**config.mk**
```make
export PLATFORM = sky130hd
export DESIGN_NAME = keypad_entry
export DESIGN_NICKNAME = d
export VERILOG_FILES = /design/src/rtl/keypad_pkg.sv /design/src/rtl/keypad_debounce.sv /design/src/rtl/keypad_entry.sv
export SDC_FILE = /design/constraint.sdc
export NUM_CORES = 1
export LEC_CHECK = 0
export BUFFER_PORTS_ARGS = -buffer_cell sky130_fd_sc_hd__buf_2
export CAP_MARGIN = 5
export CORE_ASPECT_RATIO = 0.5
export CORE_MARGIN = 1.5
export CORE_UTILIZATION = 50
export CTS_BUF_LIST = sky130_fd_sc_hd__clkbuf_8
export CTS_CLUSTER_DIAMETER = 40
export DETAILED_ROUTE_END_ITERATION = 10
export MAX_ROUTING_LAYER = met4
export PLACE_DENSITY = 0.71
export SYNTH_ARGS = -nofsm -noshare
export SYNTH_HDL_FRONTEND = slang
export SYNTH_HIERARCHICAL = 1
export SYNTH_SLANG_ARGS = --single-unit
```
**constraint.sdc**
```tcl
create_clock -name clk -period 2.65 [get_ports clk]
set_clock_uncertainty 0.2 [all_clocks]
set_input_delay 0.1325 -clock clk [delete_from_list [all_inputs] [get_ports clk]]
set_output_delay 0.1325 -clock clk [all_outputs]
set_load 0.05 [all_outputs]
```
**src/rtl/keypad_pkg.sv**
```systemverilog
// Shared constants and helpers for the keypad entry block: FSM encodings,
// command key codes, reset column drive and column/row decode functions.
package keypad_pkg;

    localparam logic [1:0] ST_SCAN     = 2'd0;
    localparam logic [1:0] ST_DEBOUNCE = 2'd1;
    localparam logic [1:0] ST_HELD     = 2'd2;
    localparam logic [1:0] ST_RELEASE  = 2'd3;

    localparam logic [3:0] CODE_SEL_A  = 4'd10;
    localparam logic [3:0] CODE_SEL_B  = 4'd11;
    localparam logic [3:0] CODE_CLEAR  = 4'd12;
    localparam logic [3:0] CODE_DIGIT_MAX = 4'd9;

    localparam logic [3:0] COL_RESET   = 4'b1110;

    // Column drive is active-low; the next column is a left rotate.
    function automatic logic [3:0] rotate_col(input logic [3:0] col);
        return {col[2:0], col[3]};
    endfunction

    function automatic logic [1:0] col_index(input logic [3:0] col);
        logic [1:0] idx;
        idx = 2'd3;
        if (!col[0])      idx = 2'd0;
        else if (!col[1]) idx = 2'd1;
        else if (!col[2]) idx = 2'd2;
        return idx;
    endfunction

    // Lowest-index low row wins when several rows are pressed together.
    function automatic logic [1:0] lowest_low_row(input logic [3:0] row);
        logic [1:0] idx;
        idx = 2'd3;
        if (!row[0])      idx = 2'd0;
        else if (!row[1]) idx = 2'd1;
        else if (!row[2]) idx = 2'd2;
        return idx;
    endfunction

endpackage

```
**src/rtl/keypad_debounce.sv**
```systemverilog
// Consecutive-sample counter: done fires on the DEBOUNCE_CNT-th good sample
// in a row; a bad sample or clear restarts the count.
module keypad_debounce #(
    parameter int DEBOUNCE_CNT = 500000
) (
    input  logic clk,
    input  logic rst_n,
    input  logic clear,
    input  logic sample_en,
    input  logic sample_ok,
    output logic done
);
    localparam int CW = $clog2(DEBOUNCE_CNT + 1);

    logic [CW-1:0] count;

    always_ff @(posedge clk) begin
        if (!rst_n) begin
            count <= '0;
        end else if (clear) begin
            count <= '0;
        end else if (sample_en) begin
            count <= sample_ok ? count + CW'(1) : '0;
        end
    end

    assign done = sample_en && sample_ok && (count == CW'(DEBOUNCE_CNT - 1));

endmodule

```
**src/rtl/keypad_entry.sv**
```systemverilog
// 4x4 keypad scanner with debounce and a two-operand BCD entry register.
// Optional macro KEYPAD_AUTO_ADVANCE_EN toggles the edited operand after each digit.
module keypad_entry
    import keypad_pkg::*;
#(
    parameter int SCAN_DIV     = 50000,
    parameter int DEBOUNCE_CNT = 500000
) (
    input  logic       clk,
    input  logic       rst_n,
    input  logic [3:0] key_row,
    output logic [3:0] key_col,
    output logic       key_valid,
    output logic [3:0] key_code,
    output logic [3:0] op_a,
    output logic [3:0] op_b,
    output logic       sel_b
);
    localparam int SW = (SCAN_DIV > 1) ? $clog2(SCAN_DIV) : 1;

    if (SCAN_DIV < 4) begin : g_bad_scan_div
        $error("SCAN_DIV must be at least 4");
    end
    if (DEBOUNCE_CNT < 2) begin : g_bad_debounce_cnt
        $error("DEBOUNCE_CNT must be at least 2");
    end

    logic [3:0]    row_meta;
    logic [3:0]    row_sync;
    logic [SW-1:0] scan_cnt;
    logic          tick;
    logic [1:0]    state;
    logic [1:0]    row_idx;
    logic [1:0]    col_idx;
    logic [3:0]    press_code;
    logic          db_clear;
    logic          db_en;
    logic          db_ok;
    logic          db_done;

    // Idle rows are pulled high, so the synchronizer resets to "no key".
    always_ff @(posedge clk) begin
        if (!rst_n) begin
            row_meta <= 4'hF;
            row_sync <= 4'hF;
        end else begin
            row_meta <= key_row;
            row_sync <= row_meta;
        end
    end

    assign tick = (scan_cnt == SW'(SCAN_DIV - 1));

    always_ff @(posedge clk) begin
        if (!rst_n)    scan_cnt <= '0;
        else if (tick) scan_cnt <= '0;
        else           scan_cnt <= scan_cnt + SW'(1);
    end

    always_comb begin
        db_clear = 1'b1;
        db_en    = 1'b0;
        db_ok    = 1'b0;
        case (state)
            ST_DEBOUNCE: begin
                db_clear = 1'b0;
                db_en    = 1'b1;
                db_ok    = ~row_sync[row_idx];
            end
            ST_RELEASE: begin
                db_clear = 1'b0;
                db_en    = 1'b1;
                db_ok    = &row_sync;
            end
            default: ;
        endcase
    end

    keypad_debounce #(
        .DEBOUNCE_CNT(DEBOUNCE_CNT)
    ) u_debounce (
        .clk      (clk),
        .rst_n    (rst_n),
        .clear    (db_clear),
        .sample_en(db_en),
        .sample_ok(db_ok),
        .done     (db_done)
    );

    assign press_code = {row_idx, col_idx};

    always_ff @(posedge clk) begin
        if (!rst_n) begin
            state     <= ST_SCAN;
            key_col   <= COL_RESET;
            key_valid <= 1'b0;
            key_code  <= 4'd0;
            op_a      <= 4'd0;
            op_b      <= 4'd0;
            sel_b     <= 1'b0;
            row_idx   <= 2'd0;
            col_idx   <= 2'd0;
        end else begin
            key_valid <= 1'b0;
            case (state)
                ST_SCAN: begin
                    if (tick) begin
                        if (row_sync != 4'hF) begin
                            col_idx <= col_index(key_col);
                            row_idx <= lowest_low_row(row_sync);
                            state   <= ST_DEBOUNCE;
                        end else begin
                            key_col <= rotate_col(key_col);
                        end
                    end
                end
                ST_DEBOUNCE: begin
                    if (!db_ok) begin
                        state <= ST_SCAN;
                    end else if (db_done) begin
                        key_valid <= 1'b1;
                        key_code  <= press_code;
                        state     <= ST_HELD;
                        // Only digits reach the operands, so they stay BCD.
                        if (press_code <= CODE_DIGIT_MAX) begin
                            if (sel_b) op_b <= press_code;
                            else       op_a <= press_code;
`ifdef KEYPAD_AUTO_ADVANCE_EN
                            sel_b <= ~sel_b;
`else
                            sel_b <= sel_b;
`endif
                        end else if (press_code == CODE_SEL_A) begin
                            sel_b <= 1'b0;
                        end else if (press_code == CODE_SEL_B) begin
                            sel_b <= 1'b1;
                        end else if (press_code == CODE_CLEAR) begin
                            op_a  <= 4'd0;
                            op_b  <= 4'd0;
                            sel_b <= 1'b0;
                        end
                    end
                end
                ST_HELD: begin
                    if (&row_sync) state <= ST_RELEASE;
                end
                ST_RELEASE: begin
                    if (db_done) begin
                        state   <= ST_SCAN;
                        key_col <= rotate_col(key_col);
                    end
                end
                default: state <= ST_SCAN;
            endcase
        end
    end

endmodule

```
==> run_summary.xml, run 1 <==
<?xml version="1.0" encoding="UTF-8"?>
<metrics>
  <group name="worst_hold_path">
    <metric name="holdCritPathClass" unit="">in2reg</metric>
  </group>
  <group name="die">
    <metric name="fp.coreArea" unit="µm²">5710</metric>
    <metric name="dieArea" unit="µm²">6680</metric>
    <metric name="floorplan.rows" unit="">19</metric>
    <metric name="die_w" unit="µm">114</metric>
    <metric name="floorplan.io_pins" unit="">24</metric>
    <metric name="fp.dieH" unit="µm">58.5</metric>
    <metric name="starting_utilization_of_the_core_area" unit="%">54.1</metric>
  </group>
  <group name="sta">
    <metric name="max_slew_margin" unit="%">70.0</metric>
    <metric name="hold_slack" unit="ps">20.3</metric>
    <metric name="rsz0062_at_grt" unit="">true</metric>
    <metric name="min_period" unit="ps">2640</metric>
    <metric name="worst_slew_pin_slew" unit="ps">449</metric>
    <metric name="setup_viol_count_final" unit="">0</metric>
    <metric name="final_hold_viol_count" unit="">0</metric>
    <metric name="drv_slew" unit="">0</metric>
    <metric name="period_share" unit="%">99.5</metric>
    <metric name="maximum_achievable_frequency" unit="MHz">379</metric>
  </group>
  <group name="placement">
    <metric name="buffer_ports.inserted" unit="">23</metric>
    <metric name="place_area" unit="µm²">3330</metric>
    <metric name="total_half_perimeter_wirelength_after_legalization_and_detailed_placement" unit="µm">4350</metric>
    <metric name="placed_cells" unit="">440</metric>
    <metric name="gp_routability_congestion" unit="">0.935</metric>
  </group>
  <group name="global_route">
    <metric name="grt_start_max_net_pins" unit="">43</metric>
    <metric name="grt_antenna_before_repair" unit="">0</metric>
    <metric name="grt_pass1_wl" unit="µm">11000</metric>
    <metric name="first_global_vias" unit="">2457</metric>
    <metric name="gr-usage-all-layers" unit="%">22.1</metric>
    <metric name="grt_remaining_overflow" unit="">0</metric>
  </group>
  <group name="pwr">
    <metric name="comb_power_share" unit="%">2.5</metric>
    <metric name="total_switching_power" unit="mW">0.398</metric>
    <metric name="power_leakage" unit="nW">1.40</metric>
    <metric name="sw_frac_of_total" unit="%">20.9</metric>
    <metric name="ir_drop" unit="V">0.000291</metric>
    <metric name="power_per_cell_area" unit="nW/µm²">522</metric>
    <metric name="power.share.clock" unit="%">44.0</metric>
    <metric name="internal_power" unit="mW">1.51</metric>
    <metric name="share_of_power_burned_in_registers" unit="%">53.5</metric>
  </group>
  <group name="synth">
    <metric name="post-synth-top-count-cell" unit="">sky130_fd_sc_hd__dfxtp_1</metric>
    <metric name="synth-edff-count" unit="">0</metric>
    <metric name="synth_fp_nets" unit="">351</metric>
    <metric name="cells_taking_the_most_area_after_synthesis" unit="">sky130_fd_sc_hd__dfxtp_1, sky130_fd_sc_hd__mux2i_1, sky130_fd_sc_hd__nand2_1</metric>
    <metric name="synth-seq-area-share" unit="%">43.5</metric>
    <metric name="synthesis.instances" unit="">342</metric>
    <metric name="ffs_latches_synth" unit="">67</metric>
    <metric name="synthDominantCellAreaShare" unit="%">43.5</metric>
    <metric name="synth_async_sr_flop_share" unit="%">0</metric>
    <metric name="synthDistinctLibCells" unit="">52</metric>
    <metric name="synth_largest_area_cell" unit="">sky130_fd_sc_hd__dfxtp_1</metric>
    <metric name="synth.cells.most_frequent" unit="">sky130_fd_sc_hd__dfxtp_1, sky130_fd_sc_hd__nand2_1, sky130_fd_sc_hd__nor2_1</metric>
    <metric name="netlist_area" unit="µm²">3090</metric>
    <metric name="synth-main-ff-cell" unit="">sky130_fd_sc_hd__dfxtp_1</metric>
    <metric name="synthesis.yosys.warnings" unit="">6</metric>
    <metric name="post_synth.cell_area_avg" unit="µm²">9.02</metric>
  </group>
  <group name="outcome">
    <metric name="run_status" unit="">completed</metric>
  </group>
  <group name="cts">
    <metric name="h-tree-depth" unit="">3</metric>
    <metric name="cts_tree" unit="">built</metric>
    <metric name="cts-root-buf" unit="">sky130_fd_sc_hd__clkbuf_8</metric>
    <metric name="max-clock-path-buffers" unit="">2</metric>
    <metric name="clk_transition_reported_paths" unit="ps">70</metric>
    <metric name="cts_sink_cnt" unit="">67</metric>
    <metric name="cts_buffers" unit="">9</metric>
    <metric name="clock_insertion_delay_worst_skew" unit="ps">350</metric>
  </group>
  <group name="route">
    <metric name="drtAntennaViolNets" unit="">0</metric>
    <metric name="vias" unit="">2541</metric>
    <metric name="drt-total-wl" unit="µm">6400</metric>
    <metric name="dr.first_iter.drc_count" unit="">128</metric>
    <metric name="wire_per_inst" unit="µm">13.7</metric>
    <metric name="routed_via_density" unit="">5.45</metric>
    <metric name="drt_drc_violations_left" unit="">0</metric>
    <metric name="router_iterations_before_antenna_repair" unit="">4</metric>
  </group>
  <group name="setup_path">
    <metric name="path_cells" unit="">mux4_2 -&gt; nand2b_1 -&gt; and3_4 -&gt; nand2_2 -&gt; nor2_1 -&gt; and4_4 -&gt; nand2_2 -&gt; nor3_2 -&gt; buf_4 -&gt; and3b_2 -&gt; mux2i_1</metric>
    <metric name="worst_path_largest_cell_delay" unit="ps">510</metric>
    <metric name="critPathCaptureType" unit="">flop</metric>
    <metric name="crit_path_max_fanout" unit="">6</metric>
    <metric name="crit_path_frequent_cell" unit="">sky130_fd_sc_hd__nand2_2</metric>
    <metric name="slowest_stage" unit="">sky130_fd_sc_hd__mux4_2</metric>
    <metric name="cp_data_required_time" unit="ps">2740</metric>
    <metric name="cp-start-kind" unit="">flop</metric>
    <metric name="critical_path_class" unit="">reg2reg</metric>
    <metric name="arrival" unit="ps">2730</metric>
  </group>
  <group name="final_layout">
    <metric name="layout-drive-gt1-share" unit="%">19.8</metric>
    <metric name="diodes" unit="">0</metric>
    <metric name="area_delta_synth_final" unit="%">18.5</metric>
    <metric name="final_cell_count_no_fill" unit="">466</metric>
    <metric name="post-route-util" unit="%">64.1</metric>
    <metric name="nNetsFinal" unit="">398</metric>
    <metric name="finalInstanceArea" unit="µm²">3660</metric>
  </group>
  <group name="run">
    <metric name="drv.max_cap_violation_count" unit="">0</metric>
  </group>
</metrics>
[cell families after synthesis]
family                     share of synthesized area [%]
and+or+nand+nor                                     32.0
xor gates and xnor gates                            6.25
adders and majority gates                           1.22
buffers and inverters                               3.45
AOI/OAI and AO/OA                                   7.02
DFF                                                 43.5
muxes                                               6.61
[repair_timing]
action                     in CTS  in global routing
setup endpoints to repair       7                 17
hold buffers                    4                  0
resized for setup               3                  8
hold endpoints to repair        4                  0
pin swaps                       0                  2
setup buffers                   2                  5
[worst paths after layout]
kind	startpoint	end	slack (ps)	cells past startpoint
max	row_idx[1]	op_b[2]	10	11
min	rst_n	u_debounce/count[7]	20	3
min reg2reg	row_meta[2]	row_sync[2]	230	1
max reg2reg	row_idx[1]	op_b[2]	10	11
[routing by layer]
layer	vias to the layer above	track usage (%)	share of wire [%]
met3	11	8.34	2.9
met1	1205	24.5	46
met5	-	-	0
li1	1295	-	-
met4	0	9.29	1.9
met2	30	36.6	49
[cells in the final DEF (no fill, tap or decap), types with 2 or more instances in the layout]
| cell | n |
|---|---|
| sky130_fd_sc_hd__a21boi_0 | 4 |
| sky130_fd_sc_hd__a21oi_1 | 9 |
| sky130_fd_sc_hd__a31oi_1 | 3 |
| sky130_fd_sc_hd__and2_1 | 5 |
| sky130_fd_sc_hd__and3_1 | 6 |
| sky130_fd_sc_hd__and4_1 | 2 |
| sky130_fd_sc_hd__and4b_1 | 2 |
| sky130_fd_sc_hd__buf_2 | 23 |
| sky130_fd_sc_hd__buf_4 | 22 |
| sky130_fd_sc_hd__clkbuf_8 | 11 |
| sky130_fd_sc_hd__dfxtp_1 | 66 |
| sky130_fd_sc_hd__dlygate4sd3_1 | 4 |
| sky130_fd_sc_hd__ha_1 | 3 |
| sky130_fd_sc_hd__inv_1 | 8 |
| sky130_fd_sc_hd__mux2i_1 | 17 |
| sky130_fd_sc_hd__nand2_1 | 35 |
| sky130_fd_sc_hd__nand2_2 | 2 |
| sky130_fd_sc_hd__nand2b_1 | 15 |
| sky130_fd_sc_hd__nand3_1 | 12 |
| sky130_fd_sc_hd__nand3_2 | 2 |
| sky130_fd_sc_hd__nand3b_1 | 2 |
| sky130_fd_sc_hd__nand4_1 | 10 |
| sky130_fd_sc_hd__nor2_1 | 32 |
| sky130_fd_sc_hd__nor2b_1 | 10 |
| sky130_fd_sc_hd__nor4_1 | 9 |
| sky130_fd_sc_hd__o211ai_1 | 2 |
| sky130_fd_sc_hd__o21ai_0 | 10 |
| sky130_fd_sc_hd__or3_1 | 11 |
| sky130_fd_sc_hd__or4_1 | 3 |
| sky130_fd_sc_hd__xnor2_1 | 14 |
| sky130_fd_sc_hd__xor2_1 | 8 |
[worst max-delay path: cells and delay by family, from the launching register on]
kind	cells	cell delay, ps
buffers and inverters	1	160
and+or+nand+nor	8	1160
DFF	1	340
muxes	2	700
[cell type report]
cell class              instances  area (µm²)
flip-flops and latches         67        1340
inverters                       6        22.5
fillers                       473        2050
clock buffers                  11         151
repair buffers                 50         332
well taps                      73        91.3
clock inverters                 4        42.5
multi-input cells             255        1670
[flip-flops by register name, summed over array words and instances (netlist names), named ones only]
signal and count:
key_col 4, sel_b 1, op_a 4, row_idx 2, key_valid 1, op_b 4, key_code 4, state 1
row_meta 4, col_idx 2, scan_cnt 16, row_sync 4, u_debounce/count 19
[metrics by stage]
step	setup WS (ps)	power, mW	setup TNS, ps
finish	12.2	1.91	0
CTS	20.9	1.93	0
floorplan	29.9	1.07	0
global placement	51.1	1.08	0
global route	-126	1.99	-1330
detailed placement	-63.3	1.09	-207
[power by group through the flow]
stage / Clock (mW) / Sequential [mW] / Combinational [mW]
floorplan: 0 / 1.04 / 0.0312
global placement: 0 / 1.04 / 0.0405
detailed placement: 0 / 1.04 / 0.0413
CTS: 0.867 / 1.02 / 0.0459
global route: 0.911 / 1.02 / 0.0534
finish: 0.840 / 1.02 / 0.0469
No activity file was read; power rests on OpenSTA's default activity.
==> run 2, diff against run 1 <==
--- a/config.mk
+++ b/config.mk
@@ -8,7 +8,7 @@
 export BUFFER_PORTS_ARGS = -buffer_cell sky130_fd_sc_hd__buf_2
 export CAP_MARGIN = 5
 export CORE_ASPECT_RATIO = 0.5
-export CORE_MARGIN = 1.5
+export CORE_MARGIN = 4
 export CORE_UTILIZATION = 50
 export CTS_BUF_LIST = sky130_fd_sc_hd__clkbuf_8
 export CTS_CLUSTER_DIAMETER = 40
==> run 2 against run 1 <==
Compared with the run above: clock power increased by 12%; cell area grew 3.4%; global-route usage fell by 2.8 points; the flow now finishes with violations (negative setup slack).
==> run_summary.xml, run 2 (synthesized netlist as in run 1, its figures left out) <==
<?xml version="1.0" encoding="UTF-8"?>
<metrics>
  <group name="pwr">
    <metric name="power_per_cell_area" unit="nW/µm²">534</metric>
    <metric name="report.power.total" unit="mW">2.02</metric>
    <metric name="ir_drop" unit="V">0.000345</metric>
    <metric name="power_leakage" unit="nW">1.44</metric>
  </group>
  <group name="route">
    <metric name="drtAntennaViolNets" unit="">0</metric>
    <metric name="routed_via_density" unit="">5.29</metric>
    <metric name="wire_per_inst" unit="µm">13.6</metric>
    <metric name="router_iterations_before_antenna_repair" unit="">4</metric>
    <metric name="dr.first_iter.drc_count" unit="">209</metric>
    <metric name="drt_drc_violations_left" unit="">0</metric>
    <metric name="vias" unit="">2555</metric>
    <metric name="drt-total-wl" unit="µm">6550</metric>
  </group>
  <group name="final_layout">
    <metric name="finalInstanceArea" unit="µm²">3780</metric>
    <metric name="post-route-util" unit="%">66.0</metric>
    <metric name="layout-drive-gt1-share" unit="%">21.1</metric>
    <metric name="final_cell_count_no_fill" unit="">483</metric>
    <metric name="area_delta_synth_final" unit="%">22.5</metric>
    <metric name="diodes" unit="">0</metric>
    <metric name="largest_reg_by_ff_count" unit="">u_debounce/count</metric>
    <metric name="nNetsFinal" unit="">403</metric>
    <metric name="layout_common_cells" unit="">sky130_fd_sc_hd__dfxtp_1, sky130_fd_sc_hd__nand2_1, sky130_fd_sc_hd__nor2_1, sky130_fd_sc_hd__buf_2, sky130_fd_sc_hd__buf_4</metric>
    <metric name="largest_registers" unit="">u_debounce/count: 19 flops, scan_cnt: 16 flops</metric>
    <metric name="largest_reg_flops" unit="">19</metric>
    <metric name="final_common_cell" unit="">sky130_fd_sc_hd__dfxtp_1</metric>
  </group>
  <group name="setup_path">
    <metric name="critical_path_class" unit="">reg2reg</metric>
    <metric name="slowest_stage" unit="">sky130_fd_sc_hd__mux4_2</metric>
    <metric name="critPathCaptureType" unit="">flop</metric>
    <metric name="crit_path_max_fanout" unit="">4</metric>
    <metric name="cp_data_required_time" unit="ps">2730</metric>
    <metric name="arrival" unit="ps">2740</metric>
    <metric name="worst_path_largest_cell_delay" unit="ps">510</metric>
    <metric name="cp-start-kind" unit="">flop</metric>
    <metric name="path_cells" unit="">mux4_2 -&gt; nand2b_1 -&gt; and3_4 -&gt; nand2_2 -&gt; nor2_1 -&gt; and4_4 -&gt; buf_6 -&gt; nand3_2 -&gt; o31a_1 -&gt; a21oi_1 -&gt; buf_4 -&gt; mux2i_1</metric>
  </group>
  <group name="cts">
    <metric name="clk_transition_reported_paths" unit="ps">70</metric>
    <metric name="cts_tree" unit="">built</metric>
    <metric name="cts-root-buf" unit="">sky130_fd_sc_hd__clkbuf_8</metric>
    <metric name="clock_insertion_delay_worst_skew" unit="ps">350</metric>
    <metric name="cts_buffers" unit="">9</metric>
    <metric name="h-tree-depth" unit="">3</metric>
    <metric name="cts_sink_cnt" unit="">67</metric>
    <metric name="max-clock-path-buffers" unit="">2</metric>
  </group>
  <group name="die">
    <metric name="starting_utilization_of_the_core_area" unit="%">53.9</metric>
    <metric name="floorplan.io_pins" unit="">24</metric>
    <metric name="dieArea" unit="µm²">7570</metric>
    <metric name="die_w" unit="µm">119</metric>
    <metric name="fp.dieH" unit="µm">63.5</metric>
    <metric name="fp.coreArea" unit="µm²">5730</metric>
    <metric name="floorplan.rows" unit="">19</metric>
  </group>
  <group name="placement">
    <metric name="post-place-ws" unit="ps">-56.6</metric>
    <metric name="placed_cells" unit="">452</metric>
    <metric name="place_area" unit="µm²">3350</metric>
    <metric name="gp_routability_congestion" unit="">0.861</metric>
    <metric name="buffer_ports.inserted" unit="">23</metric>
    <metric name="total_half_perimeter_wirelength_after_legalization_and_detailed_placement" unit="µm">4510</metric>
  </group>
  <group name="global_route">
    <metric name="grt_antenna_before_repair" unit="">0</metric>
    <metric name="grt_start_max_net_pins" unit="">38</metric>
    <metric name="first_global_vias" unit="">2513</metric>
    <metric name="grt_pass1_wl" unit="µm">11400</metric>
    <metric name="grt_remaining_overflow" unit="">0</metric>
    <metric name="gr-usage-all-layers" unit="%">19.3</metric>
  </group>
  <group name="sta">
    <metric name="setup_viol_count_final" unit="">2</metric>
    <metric name="period_share" unit="%">101</metric>
    <metric name="maximum_achievable_frequency" unit="MHz">375</metric>
    <metric name="final_hold_viol_count" unit="">0</metric>
    <metric name="drv_slew" unit="">0</metric>
    <metric name="worst_slew_pin_slew" unit="ps">431</metric>
    <metric name="rsz0062_at_grt" unit="">true</metric>
    <metric name="min_period" unit="ps">2670</metric>
    <metric name="max_slew_margin" unit="%">71.2</metric>
    <metric name="post-route-worst-setup-slack" unit="ps">-18.7</metric>
  </group>
  <group name="outcome">
    <metric name="run_status" unit="">complete, but fails checks</metric>
    <metric name="failed_checks" unit="">negative setup slack</metric>
  </group>
  <group name="run">
    <metric name="drv.max_cap_violation_count" unit="">0</metric>
  </group>
  <group name="worst_hold_path">
    <metric name="holdCritPathClass" unit="">reg2reg</metric>
  </group>
</metrics>
==> run 2: cell types whose count changed in the layout (fill, tap and decap cells not counted), moves of 2 or more <==
cell,change
sky130_fd_sc_hd__clkinv_2,+2
sky130_fd_sc_hd__inv_1,-2
sky130_fd_sc_hd__dlygate4sd3_1,+3
sky130_fd_sc_hd__buf_4,-2
sky130_fd_sc_hd__buf_6,+4
==> run 2: cell type report <==
class	count	area, µm²
sequential	67	1340
clock inverter	5	75.1
fill	504	1950
multi-input combinational	255	1690
tap	84	105
inverter	6	22.5
clock buffer	11	151
timing repair buffer	55	392
==> run 2: critical path: cells and delay by family, from the launching register on <==
family          cells  cell delay, ps
simple gates        6             830
mux                 2             710
flops               1             340
buf+inv             2             260
compound gates      2             250
==> run 2: final timing paths <==
kind,startpoint,to,slack (ps),depth (start not counted)
worst min-delay path,row_meta[1],row_sync[1],230,1
worst min register to register,row_meta[1],row_sync[1],230,1
worst max register to register,row_idx[1],key_col[1],-20,12
worst max-delay path,row_idx[1],key_col[1],-20,12
==> run 2: routing by layer <==
layer | share of wire (%) | routed length, µm | GRT usage, %
met5 | 0 | 0 | -
met2 | 49 | 3180 | 32.2
met1 | 45 | 2960 | 20.9
met4 | 1.3 | 84 | 5.63
met3 | 4.9 | 321 | 8.94
==> run 2: per-stage QoR <==
| step | setup TNS (ps) | hold WS (ps) |
|---|---|---|
| after CTS | -0.509 | 226 |
| after global placement | 0 | 112 |
| after global routing | -1050 | 262 |
| after detailed placement | -138 | 118 |
| final | -18.8 | 226 |
| after floorplan | 0 | 34.0 |
==> run 2: report_power, final <==
part	internal (mW)	switching (mW)
combinational	0.0266	0.0257
clock	0.575	0.370
sequential	1.02	0.00584
==> run 2: timing repair <==
action / CTS / global route
setup buffers: 3 / 5
endpoints found under the setup margin: 7 / 19
hold buffers: 7 / 0
resized for setup: 2 / 16
endpoints found under the hold margin: 7 / 0
